[src/rtl/alarm_clock_pkg.sv]
// Shared types and constants for the alarm-clock time path.
// BCD digit type, legal digit limits and the default minute prescale.
package alarm_clock_pkg;

  typedef logic [3:0] bcd_t;

  localparam bcd_t MAX_MS_HR      = 4'd2;
  localparam bcd_t MAX_LS_HR_AT_2 = 4'd3;
  localparam bcd_t MAX_MS_MIN     = 4'd5;
  localparam bcd_t MAX_BCD        = 4'd9;

  localparam int CLK_PER_MIN_DEFAULT = 15360;

endpackage

[src/rtl/bcd_digit_counter.sv]
// Single BCD digit register with parallel load, increment and forced wrap.
// carry is combinational: high when an increment takes the digit back to 0.
module bcd_digit_counter
  import alarm_clock_pkg::*;
#(
  parameter bcd_t MAX_VAL = MAX_BCD
) (
  input  logic       clock,
  input  logic       reset,
  input  logic       inc,
  input  logic       load,
  input  logic [3:0] load_val,
  input  logic       wrap_to_zero,
  output logic [3:0] value,
  output logic       carry
);

  assign carry = inc && (wrap_to_zero || (value == MAX_VAL));

  always_ff @(posedge clock) begin
    if (reset) begin
      value <= '0;
    end else if (load) begin
      value <= load_val;
    end else if (carry) begin
      value <= '0;
    end else if (inc) begin
      value <= value + 4'd1;
    end
  end

endmodule

[src/rtl/time_counter.sv]
// 24-hour BCD HH:MM time generator advanced once per minute by a prescaler,
// with a validated parallel load path from the key controller.
module time_counter
  import alarm_clock_pkg::*;
#(
  parameter int CLK_PER_MIN = CLK_PER_MIN_DEFAULT,
  parameter int CNT_W       = 14
) (
  input  logic       clock,
  input  logic       reset,
  input  logic       load_new_c,
  input  logic [3:0] new_current_time_ms_hr,
  input  logic [3:0] new_current_time_ls_hr,
  input  logic [3:0] new_current_time_ms_min,
  input  logic [3:0] new_current_time_ls_min,
  output logic [3:0] current_time_ms_hr,
  output logic [3:0] current_time_ls_hr,
  output logic [3:0] current_time_ms_min,
  output logic [3:0] current_time_ls_min,
  output logic       one_minute,
  output logic       day_rollover,
  output logic       load_err
);

  localparam logic [CNT_W-1:0] TERM_CNT = CNT_W'(CLK_PER_MIN - 1);

  logic [CNT_W-1:0] presc;
  logic             term;
  logic             load_valid;
  logic             load_ok;
  logic             tick;
  logic             hr_wrap;
  logic             ls_min_carry;
  logic             ms_min_carry;
  logic             ls_hr_carry;
  logic             day_wrap;

  // Hours units may only reach 3 when the tens digit is 2.
  assign load_valid = (new_current_time_ms_hr  <= MAX_MS_HR) &&
                      (new_current_time_ls_hr  <= ((new_current_time_ms_hr == MAX_MS_HR) ?
                                                   MAX_LS_HR_AT_2 : MAX_BCD)) &&
                      (new_current_time_ms_min <= MAX_MS_MIN) &&
                      (new_current_time_ls_min <= MAX_BCD);

  assign term    = (presc == TERM_CNT);
  assign load_ok = load_new_c && load_valid;
  // A valid load on the terminal-count cycle swallows that tick.
  assign tick    = term && !load_ok;
  assign hr_wrap = (current_time_ms_hr == MAX_MS_HR) && (current_time_ls_hr == MAX_LS_HR_AT_2);

  always_ff @(posedge clock) begin
    if (reset) begin
      presc <= '0;
    end else if (load_ok || term) begin
      presc <= '0;
    end else begin
      presc <= presc + CNT_W'(1);
    end
  end

  bcd_digit_counter #(.MAX_VAL(MAX_BCD)) u_ls_min (
    .clock(clock), .reset(reset), .inc(tick), .load(load_ok),
    .load_val(new_current_time_ls_min), .wrap_to_zero(1'b0),
    .value(current_time_ls_min), .carry(ls_min_carry)
  );

  bcd_digit_counter #(.MAX_VAL(MAX_MS_MIN)) u_ms_min (
    .clock(clock), .reset(reset), .inc(ls_min_carry), .load(load_ok),
    .load_val(new_current_time_ms_min), .wrap_to_zero(1'b0),
    .value(current_time_ms_min), .carry(ms_min_carry)
  );

  // Both hour digits are forced to 0 when the hour leaves 23.
  bcd_digit_counter #(.MAX_VAL(MAX_BCD)) u_ls_hr (
    .clock(clock), .reset(reset), .inc(ms_min_carry), .load(load_ok),
    .load_val(new_current_time_ls_hr), .wrap_to_zero(hr_wrap),
    .value(current_time_ls_hr), .carry(ls_hr_carry)
  );

  bcd_digit_counter #(.MAX_VAL(MAX_MS_HR)) u_ms_hr (
    .clock(clock), .reset(reset), .inc(ls_hr_carry), .load(load_ok),
    .load_val(new_current_time_ms_hr), .wrap_to_zero(hr_wrap),
    .value(current_time_ms_hr), .carry(day_wrap)
  );

  // Status pulses, registered alongside the digit update.
  always_ff @(posedge clock) begin
    if (reset) begin
      one_minute   <= 1'b0;
      day_rollover <= 1'b0;
      load_err     <= 1'b0;
    end else begin
      one_minute   <= tick;
      day_rollover <= day_wrap;
      load_err     <= load_new_c && !load_valid;
    end
  end

endmodule

[config.mk]
export PLATFORM = sky130hd
export DESIGN_NAME = time_counter
export DESIGN_NICKNAME = d
export VERILOG_FILES = /design/src/rtl/alarm_clock_pkg.sv /design/src/rtl/bcd_digit_counter.sv /design/src/rtl/time_counter.sv
export SDC_FILE = /design/constraint.sdc
export NUM_CORES = 1
export LEC_CHECK = 0
export CAP_MARGIN = 5
export CORE_UTILIZATION = 47
export DETAILED_ROUTE_END_ITERATION = 8
export GPL_ROUTABILITY_DRIVEN = 0
export MAX_ROUTING_LAYER = met4
export PLACE_DENSITY = 0.73
export SLEW_MARGIN = 25
export SYNTH_ARGS = -nofsm -noshare
export SYNTH_HDL_FRONTEND = slang
export SYNTH_HIERARCHICAL = 1
export SYNTH_SLANG_ARGS = --single-unit
[constraint.sdc]
create_clock -name clock -period 6.23 [get_ports clock]
set_input_delay 1.246 -clock clock [delete_from_list [all_inputs] [get_ports clock]]
set_output_delay 1.246 -clock clock [all_outputs]
set_load 0.01 [all_outputs]
Word-level counts from Yosys, hierarchy flattened
Index checks and enable logic that the tools add are counted.
- bits in registers: 33
- bits of input ports: 19
- output and inout port bits: 19
- logic and storage cells: 58
- add/subtract/negate cells: 5
- order comparisons: 4
- eq/ne operators: 7
- mux-type cells: 13
- reductions and logical operators: 21
- operators by type and width (cell ; number):
    $mux W4 ; 13
    $add A4 B1 Y4 const B ; 4
    $add A14 B1 Y14 const B ; 1
    $eq A14 B14 Y1 const B ; 1
    $eq A4 B2 Y1 const B ; 3
    $reduce_bool A3 Y1 ; 4
    $logic_and A1 B1 Y1 ; 11
    $eq A4 B4 Y1 const B ; 2
    $eq A4 B3 Y1 const B ; 1
    $le A4 B2 Y1 const B ; 1
    $le A4 B3 Y1 const B ; 1
    $le A4 B4 Y1 ; 1
    $le A4 B4 Y1 const B ; 1
    $logic_or A1 B1 Y1 ; 3
    $logic_not A1 Y1 ; 2
    $reduce_or A2 Y1 ; 1

Logic depth before layout (Yosys ltp)
- depth after elaboration: 15
- gate-level depth with buffers: 13

Cells and area by module
Netlist, hierarchy kept.
- by module, submodules not included (module ; times used ; cells an instance ; area an instance (µm²) ; sequential area each (µm²)):
    time_counter ; 1 ; 92 ; 852.1 ; 340.3
    bcd_digit_counter (u_ls_hr ...) ; 3 ; 31 ; 277.8 ; 80.1
    bcd_digit_counter (u_ms_hr) ; 1 ; 31 ; 282.8 ; 80.1

Worst setup path before layout
OpenSTA, ideal clock, no wires.
- kind: input -> register
- from: input new_current_time_ms_hr[2]
- to: register u_ms_hr.value[2]
- library setup time: 0.070 ns
- data arrival time: 4.937 ns
- required time: 6.160 ns
- setup slack: 1.224 ns
- stages: 13
- cell sequence: or4b_2 > inv_1 > ha_1 > and4b_1 > a21oi_1 > nor2_1 > nor2_1 > a21boi_0 > a21boi_0 > a21boi_0 > nor3b_4 > nand3_1 > a21oi_1
- word-level cells in the longest chain between the ends: 15
- elaborated cells on any way between the ends: 17
- RTL lines (what ; RTL line ; RTL):
    start: declaration ; time_counter.sv:12 ; input logic [3:0] new_current_time_ms_hr,
    $eq A4 B2 Y1 ; time_counter.sv:40 ; (new_current_time_ls_hr <= ((new_current_time_ms_hr == MAX_MS_HR) ?
    $mux W4 ; time_counter.sv:40 ;
    $le A4 B4 Y1 ; time_counter.sv:40 ;
    $logic_and A1 B1 Y1 (*) ; time_counter.sv:39 ; assign load_valid = (new_current_time_ms_hr <= MAX_MS_HR) &&
    $logic_and A1 B1 Y1 (*) ; time_counter.sv:41 ; MAX_LS_HR_AT_2 : MAX_BCD)) &&
    $logic_and A1 B1 Y1 (*) ; time_counter.sv:42 ; (new_current_time_ms_min <= MAX_MS_MIN) &&
    $logic_and A1 B1 Y1 (*) ; time_counter.sv:46 ; assign load_ok = load_new_c && load_valid;
    named net load_ok ; time_counter.sv:30 ; logic load_ok;
    [... 2 more ...] ; - ;
    named net tick ; time_counter.sv:31 ; logic tick;
    [... 1 more ...] ; - ;
    named net ls_min_carry ; time_counter.sv:33 ; logic ls_min_carry;
    $logic_and A1 B1 Y1 (*) ; bcd_digit_counter.sv:18 ; assign carry = inc && (wrap_to_zero || (value == MAX_VAL));
    named net ms_min_carry ; time_counter.sv:34 ; logic ms_min_carry;
    $logic_and A1 B1 Y1 (*) ; bcd_digit_counter.sv:18 ;
    named net ls_hr_carry ; time_counter.sv:35 ; logic ls_hr_carry;
    $logic_and A1 B1 Y1 ; bcd_digit_counter.sv:18 ;
    $mux W4 ; bcd_digit_counter.sv:25 ; end else if (carry) begin
    $mux W4 ; bcd_digit_counter.sv:23 ; end else if (load) begin
    end signal: assignment ; bcd_digit_counter.sv:24 ; value <= load_val;
    end signal: assignment ; bcd_digit_counter.sv:28 ; value <= value + 4'd1;
    end: declaration ; bcd_digit_counter.sv:14 ; output logic [3:0] value,
The timed path passes the listed nets; every way through them passes the cells marked *.
A chain may end at the register's enable or synchronous reset.

Worst setup path in the final report
Same ends and word-level chain as after synthesis.

==> results.txt <==
In this run, post-CTS repair resized a total of 0 instances. The filler cells instantiated in the layout total 344. The synthesized design contains 33 register bits.

For the maximum vdd ir drop, the log shows 0.132 mV. Along the worst path, the maximum fanout reaches 6. The count of nets left with antenna violations once routing finished came out at 0. The power per cell area is 166 nW/um^2.

In this run, placement finished with an instance count of 302. The tools report the die footprint as 4450 sq um. In this run the vertical extent of the chip is 66.7 microns. For this design the top-level I/O count stands at 38. Data arrives at the worst endpoint at 5.36 ns. After clock tree synthesis, the flow added hold-fix buffers numbering 0. For the count of yosys warnings during synthesis, the log shows 6.

0 antenna diodes ended up in the layout. TritonCTS built the clock tree. The headroom to the max-slew limit was 0.449. The library cell appearing most often on the critical path was sky130_fd_sc_hd__a21boi_0.

The share of the clock period used by the worst path is 0.829, and the number of nets in the layout is 289. The number of CTS-inserted buffers was 5; the port buffer count was 37. The type of the most critical hold path is reg -> reg. The number of detailed-routing iterations run before antenna repair came out at 4. At the placement stage, the worst setup path has a slack of 0.797 ns.

In the routed design, unresolved DRC markers number 0. The core region is 4000 sq um. The run finished with clean final reports.

Number of pins with negative max-slew slack in the final report: 0. The finished layout holds 310 standard cells, fillers aside. The die is 66.7 microns wide.

The post-synthesis instance total came out at 216. Traced cell by cell, the critical path runs through clkdlybuf4s50_1 > or4b_2 > inv_1 > ha_1 > and4b_1 > a21oi_1 > nor2_2 > nor2_1 > a21boi_0 > buf_4 > a21boi_0 > buf_4 > a21boi_0 > nor3b_4 > nand3_1 > a21oi_1. Wires add up to 4010 microns. Setup repair after global routing left no endpoint under its margin.

Clock skew on the completed layout was measured at 0.00296 ns. Clock sink count: 33. After clock tree synthesis, the clock-pin slew on the worst setup and hold paths is 0.07 ns. The final number of hold-violating endpoints came out at 0. The first global-routing pass estimated 6380 microns of wire. The number of DRC violations after detailed-routing iteration 0 was 114; the final setup slack of the worst path was 1.07 ns.

Setup violations remaining at the end of the flow were counted as 0. The H-tree generated during clock tree synthesis spans 2 levels. The cell area after synthesis was 1970 sq um; the required time reported for the critical path endpoint was 6.43 ns. After clock tree synthesis, the setup repair step added 0 buffers. The average size of a mapped cell is 9.11 sq um, and the via count of the first global-routing pass is 1372. The maximum clock insertion buffer count was 2.

Leaving out fill and tap cells, the most frequent cells in the layout are sky130_fd_sc_hd__clkdlybuf4s50_1, sky130_fd_sc_hd__dfxtp_1, sky130_fd_sc_hd__a21oi_1. The placed wire-length estimate after detailed placement is 2830 microns, and the number of vias per cell is 5.38. In the final timing run, aggregate negative setup slack is 0 ns.

The worst setup path is of the in -> reg kind. The logs give 37 for the count of different cell masters after synthesis and 0 for the number of max-capacitance violations reported. The run gives 0.905 nW as the cell leakage power. The worst setup path is launched from an input port.

The run gives 0.336 as the sequential area share after synthesis. The number of vias in the routed layout is 1669. The cell sitting at the root of the clock tree is a sky130_fd_sc_hd__clkbuf_8. Share of layout cells above drive strength 1: 0.100.

After layout, the design draws a total of 0.407 mW. The highest-delay cell along the critical path is sky130_fd_sc_hd__or4b_2. The number of antenna violations at the first check in global routing was 0; the layout overhead on the synthesized area was 24.4%. After detailed routing, the average wire length per cell comes to 12.9 microns.

The initialized floorplan defines 23 standard-cell rows. The combined global-route utilization of all metal layers was 0.198; the slew of the pin with the lowest slew margin was 0.824 ns. The run gives 0.492 as the initial standard-cell utilization of the core. The routed design could run at a clock period as short as 5.16 ns. The most common cell after layout, fill and taps aside is sky130_fd_sc_hd__clkdlybuf4s50_1. The worst setup path is captured at a flip-flop. Based on the critical path, the design can be clocked at up to 194 MHz.

Summed over all layers, the global routing overflow is 0. For this run, the slowest stage of the critical path takes 0.70 ns. For the worst-skew pair, the clock arrives at the later sink with an insertion delay of 0.28 ns.

The utilization after layout was 0.612; the maximum number of pins on one net before global-route repair was 38.
-- cell usage after synthesis, drive strengths merged --
master	number	area [sq um]
ha	11	138
a211oi	1	12.5
o22ai	4	25.0
inv	12	45.0
nand4	7	58.8
xnor2	1	8.76
clkbuf	1	3.75
and3	2	12.5
and4b	2	20.0
conb	1	3.75
buf	7	75.1
o211ai	1	12.5
nor3	1	5.00
xor2	19	166
or4b	2	20.0
nor2b	1	6.26
nand3b	14	105
nand2	3	11.3
and2	2	12.5
a22oi	4	30.0
a21boi	4	33.8
nand3	14	70.1
nor2	20	80.1
nor3b	16	165
nor4	1	6.26
dfxtp	33	661
o211a	1	10.0
or3b	1	11.3
a21oi	26	130
o21ai	2	10.0
and4	2	18.8
-- area by class of cell --
cell class              instances  area (sq um)  share of cell area
multi-input cells             166          1200               0.489
flip-flops and latches         33           661               0.270
repair buffers                 41           400               0.164
clock buffers                   6          72.6              0.0296
well taps                      50          62.6              0.0255
inverters                      12          45.0              0.0184
clock inverters                 2          10.0             0.00409
-- metal layers --
layer / share of wire / up-vias / GRT usage
li1: - / 857 / -
met1: 0.50 / 761 / 0.272
met2: 0.43 / 46 / 0.271
met3: 0.054 / 5 / 0.0531
met4: 0.012 / 0 / 0.0798
met5: 0 / - / -
-- per-stage QoR --
stage / hold WS [ns] / cell area [sq um]
floorplan: 0.422 / 1980
global placement: 0.435 / 2370
detailed placement: 0.444 / 2370
CTS: 0.457 / 2450
global route: 0.461 / 2450
finish: 0.455 / 2450
-- power breakdown --
part | internal [mW] | switching, mW | total (mW)
sequential | 0.214 | 0.00268 | 0.217
clock | 0.0774 | 0.0779 | 0.155
combinational | 0.0185 | 0.0169 | 0.0355
-- worst max-delay path, delay by kind of cell --
kind            cells  cell delay, ns
compound gates      5            1.28
fa+ha+maj           1            0.23
buf+inv             4            0.85
simple gates        6            1.75
-- kinds of logic (layout without fill, tap and decap cells) --
family	after synthesis	count (layout)	synth area share
buf+inv	20	61	0.0629
fa+ha+maj	11	11	0.0699
simple gates	88	88	0.306
flops	33	33	0.336
other cells	1	4	0.00191
compound gates	43	43	0.134
xor+xnor	20	20	0.0890
-- flip-flops by register name, indices dropped and copies added, names as in the netlist --
signal          count
day_rollover        1
presc              14
u_ms_hr/value       4
u_ls_min/value      4
one_minute          1
u_ls_hr/value       4
u_ms_min/value      4
load_err            1
-- final timing paths --
path,startpoint,end,slack (ns),depth (start not counted)
setup / recovery,new_current_time_ms_hr[2],u_ms_hr/value[2],1.07,16
hold / removal,presc[0],presc[0],0.45,1
setup reg to reg,presc[2],u_ms_hr/value[2],3.01,11
hold reg to reg,presc[0],presc[0],0.45,1
No activity file was read; power rests on OpenSTA's default activity.
